<file path="src/rtl/ps2_pkg.sv">
// Shared PS/2 Set-2 scan-code constants, decoder state encoding and event layout.
package ps2_pkg;

  localparam logic [7:0] SC_E0 = 8'hE0;
  localparam logic [7:0] SC_F0 = 8'hF0;
  localparam logic [7:0] SC_E1 = 8'hE1;

  // Bytes after the E1 prefix that belong to the Pause sequence.
  localparam int unsigned PAUSE_TAIL = 7;

  localparam int unsigned EV_W = 10;

  typedef struct packed {
    logic       rel;
    logic       ext;
    logic [7:0] code;
  } ps2_event_t;

  typedef enum logic [1:0] {
    ST_IDLE,
    ST_GOT_E0,
    ST_GOT_F0,
    ST_PAUSE
  } dec_state_t;

  // Keyboard status/ack/error bytes that never form a key event.
  function automatic logic is_ignored(input logic [7:0] b);
    case (b)
      8'h00, 8'hAA, 8'hEE, 8'hFA, 8'hFC, 8'hFE, 8'hFF: is_ignored = 1'b1;
      default:                                         is_ignored = 1'b0;
    endcase
  endfunction

  function automatic ps2_event_t pack_ev(input logic rel, input logic ext,
                                         input logic [7:0] code);
    ps2_event_t e;
    e.rel  = rel;
    e.ext  = ext;
    e.code = code;
    return e;
  endfunction

endpackage

</file>
<file path="src/rtl/sync_fifo.sv">
// First-word fall-through synchronous FIFO; a write becomes visible to the
// read side one cycle after it lands.
module sync_fifo #(
  parameter int unsigned WIDTH = 8,
  parameter int unsigned DEPTH = 4
) (
  input  logic             clk_50,
  input  logic             reset_n,
  input  logic             wr_en,
  input  logic [WIDTH-1:0] wr_data,
  input  logic             rd_en,
  output logic             rd_valid,
  output logic [WIDTH-1:0] rd_data,
  output logic             full
);

  localparam int unsigned AW = $clog2(DEPTH);

  logic [WIDTH-1:0] mem [DEPTH];
  logic [AW:0]      wr_ptr;
  logic [AW:0]      rd_ptr;
  logic [AW:0]      wr_ptr_vis;
  logic             rd_fire;
  logic             wr_fire;

  // Full uses the live write pointer; emptiness uses the lagged copy so a
  // push into an empty FIFO only shows on the following cycle.
  assign full     = (wr_ptr[AW] != rd_ptr[AW]) && (wr_ptr[AW-1:0] == rd_ptr[AW-1:0]);
  assign rd_valid = (rd_ptr != wr_ptr_vis);
  assign rd_data  = mem[rd_ptr[AW-1:0]];
  assign rd_fire  = rd_en && rd_valid;
  assign wr_fire  = wr_en && (!full || rd_fire);

  // Pointer bookkeeping
  always_ff @(posedge clk_50) begin
    if (!reset_n) begin
      wr_ptr     <= '0;
      rd_ptr     <= '0;
      wr_ptr_vis <= '0;
    end else begin
      if (wr_fire) wr_ptr <= wr_ptr + 1'b1;
      if (rd_fire) rd_ptr <= rd_ptr + 1'b1;
      wr_ptr_vis <= wr_ptr;
    end
  end

  // Storage write
  always_ff @(posedge clk_50) begin
    if (wr_fire) mem[wr_ptr[AW-1:0]] <= wr_data;
  end

endmodule

</file>
<file path="src/rtl/ps2_scancode_decoder.sv">
// Turns a stream of PS/2 Set-2 bytes into make/break key events queued in a FIFO.
module ps2_scancode_decoder
  import ps2_pkg::*;
#(
  parameter int unsigned FIFO_DEPTH     = 4,
  parameter int unsigned TIMEOUT_CYCLES = 2_500_000
) (
  input  logic       clk_50,
  input  logic       reset_n,
  input  logic       in_valid,
  input  logic [7:0] in_data,
  output logic       ev_valid,
  input  logic       ev_ready,
  output logic [7:0] ev_code,
  output logic       ev_ext,
  output logic       ev_release,
  output logic       overflow,
  output logic       timeout_err
);

  localparam int unsigned TW = $clog2(TIMEOUT_CYCLES + 1);
  localparam logic [TW-1:0] TMO_LAST = TW'(TIMEOUT_CYCLES - 1);
  localparam logic [2:0] SKIP_LAST = 3'(PAUSE_TAIL - 1);

  dec_state_t    state_q, state_d;
  logic          ext_q, ext_d;
  logic [2:0]    skip_q, skip_d;
  logic [TW-1:0] tcnt_q, tcnt_d;
  logic          tmo_d;
  logic          push_q, push_d;
  ps2_event_t    ev_q, ev_d;
  logic          in_valid_q;
  logic          accept;

  logic             fifo_full;
  logic [EV_W-1:0]  fifo_rd_data;
  ps2_event_t       head;

  assign accept = in_valid && !in_valid_q;

  // Edge history, FSM registers and the registered push request
  always_ff @(posedge clk_50) begin
    if (!reset_n) begin
      in_valid_q  <= 1'b1;
      state_q     <= ST_IDLE;
      ext_q       <= 1'b0;
      skip_q      <= '0;
      tcnt_q      <= '0;
      timeout_err <= 1'b0;
      push_q      <= 1'b0;
      ev_q        <= '0;
    end else begin
      in_valid_q  <= in_valid;
      state_q     <= state_d;
      ext_q       <= ext_d;
      skip_q      <= skip_d;
      tcnt_q      <= tcnt_d;
      timeout_err <= tmo_d;
      push_q      <= push_d;
      ev_q        <= ev_d;
    end
  end

  // Decode next state, prefix tracking, event generation and prefix timeout
  always_comb begin
    state_d = state_q;
    ext_d   = ext_q;
    skip_d  = skip_q;
    tcnt_d  = tcnt_q;
    tmo_d   = 1'b0;
    push_d  = 1'b0;
    ev_d    = '0;
    if (accept) begin
      tcnt_d = '0;
      unique case (state_q)
        ST_IDLE: begin
          if (in_data == SC_E0) begin
            state_d = ST_GOT_E0;
          end else if (in_data == SC_F0) begin
            state_d = ST_GOT_F0;
            ext_d   = 1'b0;
          end else if (in_data == SC_E1) begin
            state_d = ST_PAUSE;
            skip_d  = '0;
          end else if (!is_ignored(in_data)) begin
            push_d = 1'b1;
            ev_d   = pack_ev(1'b0, 1'b0, in_data);
          end
        end
        ST_GOT_E0: begin
          if (in_data == SC_F0) begin
            state_d = ST_GOT_F0;
            ext_d   = 1'b1;
          end else if (in_data != SC_E0) begin
            push_d  = 1'b1;
            ev_d    = pack_ev(1'b0, 1'b1, in_data);
            state_d = ST_IDLE;
          end
        end
        ST_GOT_F0: begin
          push_d  = 1'b1;
          ev_d    = pack_ev(1'b1, ext_q, in_data);
          state_d = ST_IDLE;
          ext_d   = 1'b0;
        end
        ST_PAUSE: begin
          if (skip_q == SKIP_LAST) begin
            push_d  = 1'b1;
            ev_d    = pack_ev(1'b0, 1'b0, SC_E1);
            state_d = ST_IDLE;
            skip_d  = '0;
          end else begin
            skip_d = skip_q + 3'd1;
          end
        end
        default: state_d = ST_IDLE;
      endcase
    end else if (state_q != ST_IDLE) begin
      if (tcnt_q == TMO_LAST) begin
        state_d = ST_IDLE;
        ext_d   = 1'b0;
        skip_d  = '0;
        tcnt_d  = '0;
        tmo_d   = 1'b1;
      end else begin
        tcnt_d = tcnt_q + TW'(1);
      end
    end else begin
      tcnt_d = '0;
    end
  end

  // Sticky flag: event lost because the queue had no room this cycle
  always_ff @(posedge clk_50) begin
    if (!reset_n) begin
      overflow <= 1'b0;
    end else if (push_q && fifo_full && !(ev_valid && ev_ready)) begin
      overflow <= 1'b1;
    end
  end

  sync_fifo #(
    .WIDTH(EV_W),
    .DEPTH(FIFO_DEPTH)
  ) u_fifo (
    .clk_50  (clk_50),
    .reset_n (reset_n),
    .wr_en   (push_q),
    .wr_data (ev_q),
    .rd_en   (ev_ready),
    .rd_valid(ev_valid),
    .rd_data (fifo_rd_data),
    .full    (fifo_full)
  );

  assign head       = ps2_event_t'(fifo_rd_data);
  assign ev_code    = head.code;
  assign ev_ext     = head.ext;
  assign ev_release = head.rel;

endmodule

</file>
<file path="config.mk">
export PLATFORM = sky130hd
export DESIGN_NAME = ps2_scancode_decoder
export DESIGN_NICKNAME = d
export VERILOG_FILES = /design/src/rtl/ps2_pkg.sv /design/src/rtl/sync_fifo.sv /design/src/rtl/ps2_scancode_decoder.sv
export SDC_FILE = /design/constraint.sdc
export NUM_CORES = 1
export LEC_CHECK = 0
export ABC_CLOCK_PERIOD_IN_PS = 2350
export BUFFER_PORTS_ARGS = -buffer_cell sky130_fd_sc_hd__clkbuf_2
export CAP_MARGIN = 25
export CORE_MARGIN = 2
export CORE_UTILIZATION = 42
export CTS_CLUSTER_SIZE = 16
export DETAILED_ROUTE_END_ITERATION = 8
export GPL_ROUTABILITY_DRIVEN = 1
export GPL_TIMING_DRIVEN = 0
export HOLD_SLACK_MARGIN = 0.12
export PLACE_DENSITY = 0.6
export SETUP_SLACK_MARGIN = 0.15
export SLEW_MARGIN = 10
export SYNTH_ARGS = -nofsm -noshare
export SYNTH_HDL_FRONTEND = slang
export SYNTH_SLANG_ARGS = --single-unit
</file>
<file path="constraint.sdc">
create_clock -name clk_50 -period 2.35 [get_ports clk_50]
set_input_delay 0.47 -clock clk_50 [delete_from_list [all_inputs] [get_ports clk_50]]
set_output_delay 0.47 -clock clk_50 [all_outputs]
set_load 0.02 [all_outputs]
</file>
==> results of run 1 <==
layer usage:
layer / track usage / wire length (um) / vias up
li1: - / - / 1312
met1: 0.207 / 3500 / 1250
met2: 0.239 / 3290 / 32
met3: 0.0304 / 196 / 9
met4: 0.0530 / 111 / 0
met5: 0 / 0 / -
timing repair:
item                                   in CTS  in global routing
setup endpoints to repair                  11                  0
resized for setup                           3                  0
endpoints found under the hold margin       0                  0
registers in the layout, indices dropped and copies added (netlist names), 2 cells and up, named ones only:
| register | flops |
|---|---|
| ev_q | 10 |
| u_fifo.mem | 40 |
| u_fifo.wr_ptr | 3 |
| tcnt_q | 22 |
| skip_q | 3 |
| u_fifo.wr_ptr_vis | 3 |
| state_q | 2 |
| u_fifo.rd_ptr | 3 |
worst max-delay path, stage by stage, from the launching register on:
cell      delay [ns]
dfxtp_1         0.32
buf_4           0.23
mux4_2          0.53
clkbuf_2        0.17
report_power, final:
group          total [uW]  switching [uW]  internal (uW)
clock network        1060             639            426
registers            1690            6.96           1680
logic                 113            66.7           45.8
how the worst max path moves through the flow:
stage,from,endpoint,slack (ns),cells past startpoint
after floorplan,u_fifo.rd_ptr[0]$_SDFFE_PN0N_,u_fifo.wr_ptr[2]$_SDFFE_PN0N_,0.47,5
after global placement,ev_ready,u_fifo.wr_ptr[2]$_SDFFE_PN0N_,0.14,6
after detailed placement,ev_ready,u_fifo.wr_ptr[2]$_SDFFE_PN0N_,0.12,6
after CTS,flop,ev_code[6],0.22,3
after global routing,flop,ev_code[6],0.16,3
final,flop,ev_code[6],0.28,3
logic make-up after synthesis:
family	share of synthesized area
compound gates	0.0653
xor+xnor	0.0637
fa+ha+maj	0.0188
buf+inv	0.0220
flops	0.567
mux	0.0694
simple gates	0.193
area by class of cell:
cell class	instances	share of cell area
timing repair buffer	23	0.0258
sequential	93	0.507
buffer	13	0.0129
multi-input combinational	231	0.367
inverter	9	0.00757
tap	129	0.0362
clock inverter	7	0.0163
clock buffer	9	0.0277
cells in the final DEF, fill, tap and decap left out, drive strengths merged, types with 3 or more instances in the layout:
cell / n
nor4: 6
nand3: 21
nor3: 12
o21ai: 9
mux2i: 4
a31oi: 3
buf: 5
clkbuf: 40
nand2: 23
nand2b: 3
and2: 13
nand4: 3
dfxtp: 53
edfxtp: 40
nor2b: 6
xnor2: 20
xor2: 9
a21oi: 8
mux4: 10
nor2: 38
inv: 15
ha: 6
and3: 6
metrics by stage:
stage               hold slack [ns]  instances   util  worst slack [ns]  power, uW
floorplan                     0.430        346      -             0.471       1800
global placement              0.449        498  0.461             0.139       1840
detailed placement            0.455        498  0.461             0.124       1840
CTS                           0.315        514  0.483             0.224       2890
global route                  0.347        514  0.483             0.155       2970
finish                        0.327        514  0.483             0.275       2870
==> results.md, run 1 <==
* RSZ-0062 raised after global routing: no
* CTS Sinks at 93
* Initial Util at 0.431
* Worst-path clk slew at 0.10 ns
* # IOs at 25
* Max-cap violations at 0
* Final Hold Fails at 0
* Worst R2R End: u_fifo.mem[0][5]$_DFFE_PP_
* Flip-flop and latch area at 0.00226 mm2
* Fin nets at 398
* Site row count at 35
* Clock Tree Buf Depth at 2
* GRT Total Usage at 0.151
* Seq/Total Area, Yosys at 0.567
* Area share of the largest cell type after synthesis at 0.301
* CORE AREA at 0.00924 mm2
* Syn_nets at 364
* Critical path data arrival time at 1.60 ns
* Number of fill cells at 863
* CP required at 1.88 ns
* Setup total negative slack at 0 ns
* DR pass1 iterations at 4
* CTS tree: built
* Unique masters post-synth at 51
* Vias in the first global route at 2500
* Drt drc at 0
* Critical Path Fanout Max at 10
* Seq cells post-synth at 93
* FF-to-FF Start: u_fifo.rd_ptr[0]$_SDFFE_PN0N_
* WL/cell at 13.8 um
* Initial antenna violation count at 0
* Post-Syn Area at 0.00399 mm2
* Static Leak at 0.00146 uW
* Vias at 2603
* Total CTS buffers at 9
* Synth Area per Inst at 11.5 um2
* Layout cell share with drive strength beyond 1 at 0.171
* Main flop type after synthesis: dfxtp_1
* VDD IR max at 0.000389 V
* Antenna Cells at 0
* Hold path startpoint: in_valid
* Final critical-path share of the clock period at 0.883
* Post-CTS setup buffer count at 0
* Worst-Margin Slew at 0.534 ns
* First-pass GRT wire length at 12.2 mm
* Die area at 0.0103 mm2
* Synth area leaders: edfxtp_1, dfxtp_1, mux4_2
* Final setup fails at 0
* FMAX at 0.482 GHz
* Yosys top cell by area: edfxtp_1
* Final Critical Period at 2.07 ns
* Top cells by count, synth: dfxtp_1, edfxtp_1, nor2_1, nand2_1, nand3_1
* WHS Endpoint: in_valid_q$_SDFF_PN1_
* CTS root buf: clkbuf_8
* Flop2flop setup slack at 0.30 ns
* Slew margin rel. at 0.644
* Status: finished clean
* Synthesis Warnings at 0
* Clock Skew at 0.0185 ns
* Most common cell in the netlist: dfxtp_1
* Reg2reg path depth at 4
* Async SR Flop Fraction at 0
* WHS Path Cells at 2
* P per Cell Area at 642 mW/mm2
* Chip Width at 101 um
* Nature of the critical path startpoint: flop
* HPWL Detailed at 5.02 mm
* DR iter-0 viols at 82
* Max Transition Viols Final at 0
* Clk_lat worst skew at 0.37 ns
* # H-tree levels at 3
* Routed WL at 7.09 mm
* Worst setup path category: reg2out
* Vias/cell at 5.06
* Global route overflow at 0
* # port buffers at 23
* Cells after Synth at 346
* EDFF count, synth at 40
* P&R area growth vs syn at 12.0%
* Placed Area at 0.00426 mm2
* Multi-input logic area at 0.00164 mm2
* HP Class: in2reg
* Crit end category: primary output
* Chip Height at 101 um
* Cts hold-fix bufs at 0
* Largest net degree at the start of global routing at 20
* Placer Congestion at 0.827
* Final Instance Area at 0.00446 mm2
* Antenna viol nets, final at 0
No activity file was read; power rests on OpenSTA's default activity.
==> inputs of run 2 (changes only) <==
Settings changed: BUFFER_PORTS_ARGS -buffer_cell sky130_fd_sc_hd__clkbuf_2 to -buffer_cell sky130_fd_sc_hd__buf_2.
==> run 2 against run 1 <==
Critical path type unchanged. Sequential share of layout area unchanged. Final cell count unchanged. Setup slack lost 0.020 ns. Largest power group unchanged.
==> results.md, run 2 (same netlist as run 1, synthesis figures left out) <==
* Status: finished clean
* Total CTS buffers at 9 (unchanged)
* Int Pwr at 2150 uW (-0.11%)
* Global route overflow at 0 (unchanged)
* GRT Total Usage at 0.151 (about the same)
* CP required at 1.88 ns (about the same)
* Reg2reg path depth at 4 (unchanged)
* PnR worst setup slack at 0.255 ns (-0.0200 ns)
* First-pass GRT wire length at 12.0 mm (-1.3%)
* HPWL Detailed at 5.08 mm (+1.3%)
* Crit end category: primary output
* Critical path data arrival time at 1.62 ns (+0.02 ns)
* Placed cell count at 498 (unchanged)
* Post-Layout Cell Count at 514 (unchanged)
* CP max-delay cell: mux4_2
* Max reg flops at 40 (unchanged)
* Crit path cell chain: buf_4 > mux4_2 > buf_2
* Final Hold Fails at 0 (unchanged)
* Pre-CTS setup slack at 0.138 ns (+0.0134 ns)
* Clock Tree Buf Depth at 2 (unchanged)
* Final Critical Period at 2.09 ns (+0.0200 ns)
* DR iter-0 viols at 94 (+15%)
* # H-tree levels at 3 (unchanged)
* FMAX at 0.477 GHz (-0.96%)
* Static Leak at 0.00146 uW (-0.41%)
* DR pass1 iterations at 4 (unchanged)
* Chip Height at 101 um (unchanged)
* CTS root buf: clkbuf_8
* Worst setup path category: reg2out
* Vias at 2608 (+0.19%)
* Commonest non-fill, non-tap cell in the layout: dfxtp_1
* Largest net degree at the start of global routing at 20 (unchanged)
* Final critical-path share of the clock period at 0.891 (+0.00852)
* Cts hold-fix bufs at 0 (unchanged)
* Worst-path clk slew at 0.10 ns (about the same)
* Nature of the critical path startpoint: flop
* Critical Path Fanout Max at 10 (unchanged)
* Final Util at 0.483 (unchanged)
* Antenna Cells at 0 (unchanged)
* CP max stage delay at 0.53 ns (about the same)
* Most frequent cells in the layout: dfxtp_1, edfxtp_1, nor2_1
* P&R area growth vs syn at 12.0% (unchanged)
* HP Class: in2reg
* Site row count at 35 (unchanged)
* # port buffers at 23 (unchanged)
* Routed WL at 7.16 mm (+0.97%)
* Final setup fails at 0 (unchanged)
* Layout cell share with drive strength beyond 1 at 0.171 (unchanged)
* Antenna viol nets, final at 0 (unchanged)
* Clock Power Share at 0.368 (-0.003)
* # IOs at 25 (unchanged)
* FF-to-FF Start: u_fifo.rd_ptr[0]$_SDFFE_PN0N_
* Hold path startpoint: in_valid
* Initial Util at 0.431 (unchanged)
* Clk_lat worst skew at 0.37 ns (about the same)
* Drt drc at 0 (unchanged)
* WHS Path Cells at 2 (unchanged)
* WL/cell at 13.9 um (+0.97%)
* Fin nets at 398 (unchanged)
* Combinational share of power at 0.039 (about the same)
* CTS Sinks at 93 (unchanged)
* Slew margin rel. at 0.648 (+0.00441)
* Vias in the first global route at 2528 (+1.1%)
* Worst-Margin Slew at 0.528 ns (-0.00662 ns)
* Initial antenna violation count at 0 (unchanged)
* Seq pwr share at 0.592 (+0.003)
* VDD IR max at 0.000330 V (-15%)
* NetSw at 701 uW (-1.6%)
* Max Transition Viols Final at 0 (unchanged)
* CORE AREA at 0.00924 mm2 (unchanged)
* CTS tree: built
* Max-cap violations at 0 (unchanged)
* RSZ-0062 raised after global routing: no
* P per Cell Area at 639 mW/mm2 (-0.49%)
* Clock Skew at 0.0159 ns (-0.00261 ns)
* Setup total negative slack at 0 ns (unchanged)
* Chip Width at 101 um (unchanged)
* Placer Congestion at 0.828 (about the same)
* Die area at 0.0103 mm2 (unchanged)
* Sw frac at 0.246 (-0.00285)
* Vias/cell at 5.07 (+0.19%)
run 2: cell types whose count changed in the layout (fill, tap and decap cells not counted), sizes merged:
cell    change
clkinv      +1
buf        +23
inv         -1
clkbuf     -23
run 2: routing by layer:
metal | global-route usage | wire length [um] | up-vias
met1 | 0.200 | 3380 | 1231
met5 | 0 | 0 | -
met3 | 0.0359 | 289 | 13
met2 | 0.240 | 3370 | 45
li1 | - | - | 1319
met4 | 0.0603 | 126 | 0
run 2: what timing repair did:
item                                    in CTS  in global routing
gates resized for setup                      3                  0
endpoints found under the setup margin      11                  0
buffers inserted                             0                  0
run 2: final cells by class:
type	instances	area [um2]
Timing Repair Buffer	23	115
Fill cell	833	4780
Clock inverter	7	72.6
Tap cell	129	161
Inverter	9	33.8
Sequential cell	93	2260
Multi-Input combinational cell	231	1640
Clock buffer	9	124
Buffer	13	57.6
run 2: critical path: cells and delay by family, from the launching register on:
family   cells  cell delay (ns)
mux          1             0.53
buf+inv      2             0.40
flops        1             0.32
run 2: final timing paths:
kind                                 to  slack [ns]
min               in_valid_q$_SDFF_PN1_        0.32
max                              ev_ext        0.26
min reg2reg        tcnt_q[0]$_SDFF_PP0_        0.48
max reg2reg  u_fifo.mem[2][9]$_DFFE_PP_        0.31
run 2: power by group through the flow:
stage	registers (uW)	logic, uW	clock network [uW]
2_1_floorplan	1730	72.9	0
3_3_place_gp	1730	111	0
3_5_place_dp	1730	112	0
4_1_cts	1690	113	1090
5_1_grt	1690	123	1150
6_report	1690	112	1050
run 2: metrics by stage:
step	cell area (um2)	hold WS [ns]	power (uW)
after floorplan	3990	0.430	1800
after global placement	4260	0.448	1840
after detailed placement	4260	0.459	1840
after CTS	4460	0.303	2890
after global routing	4460	0.332	2970
final	4460	0.320	2850
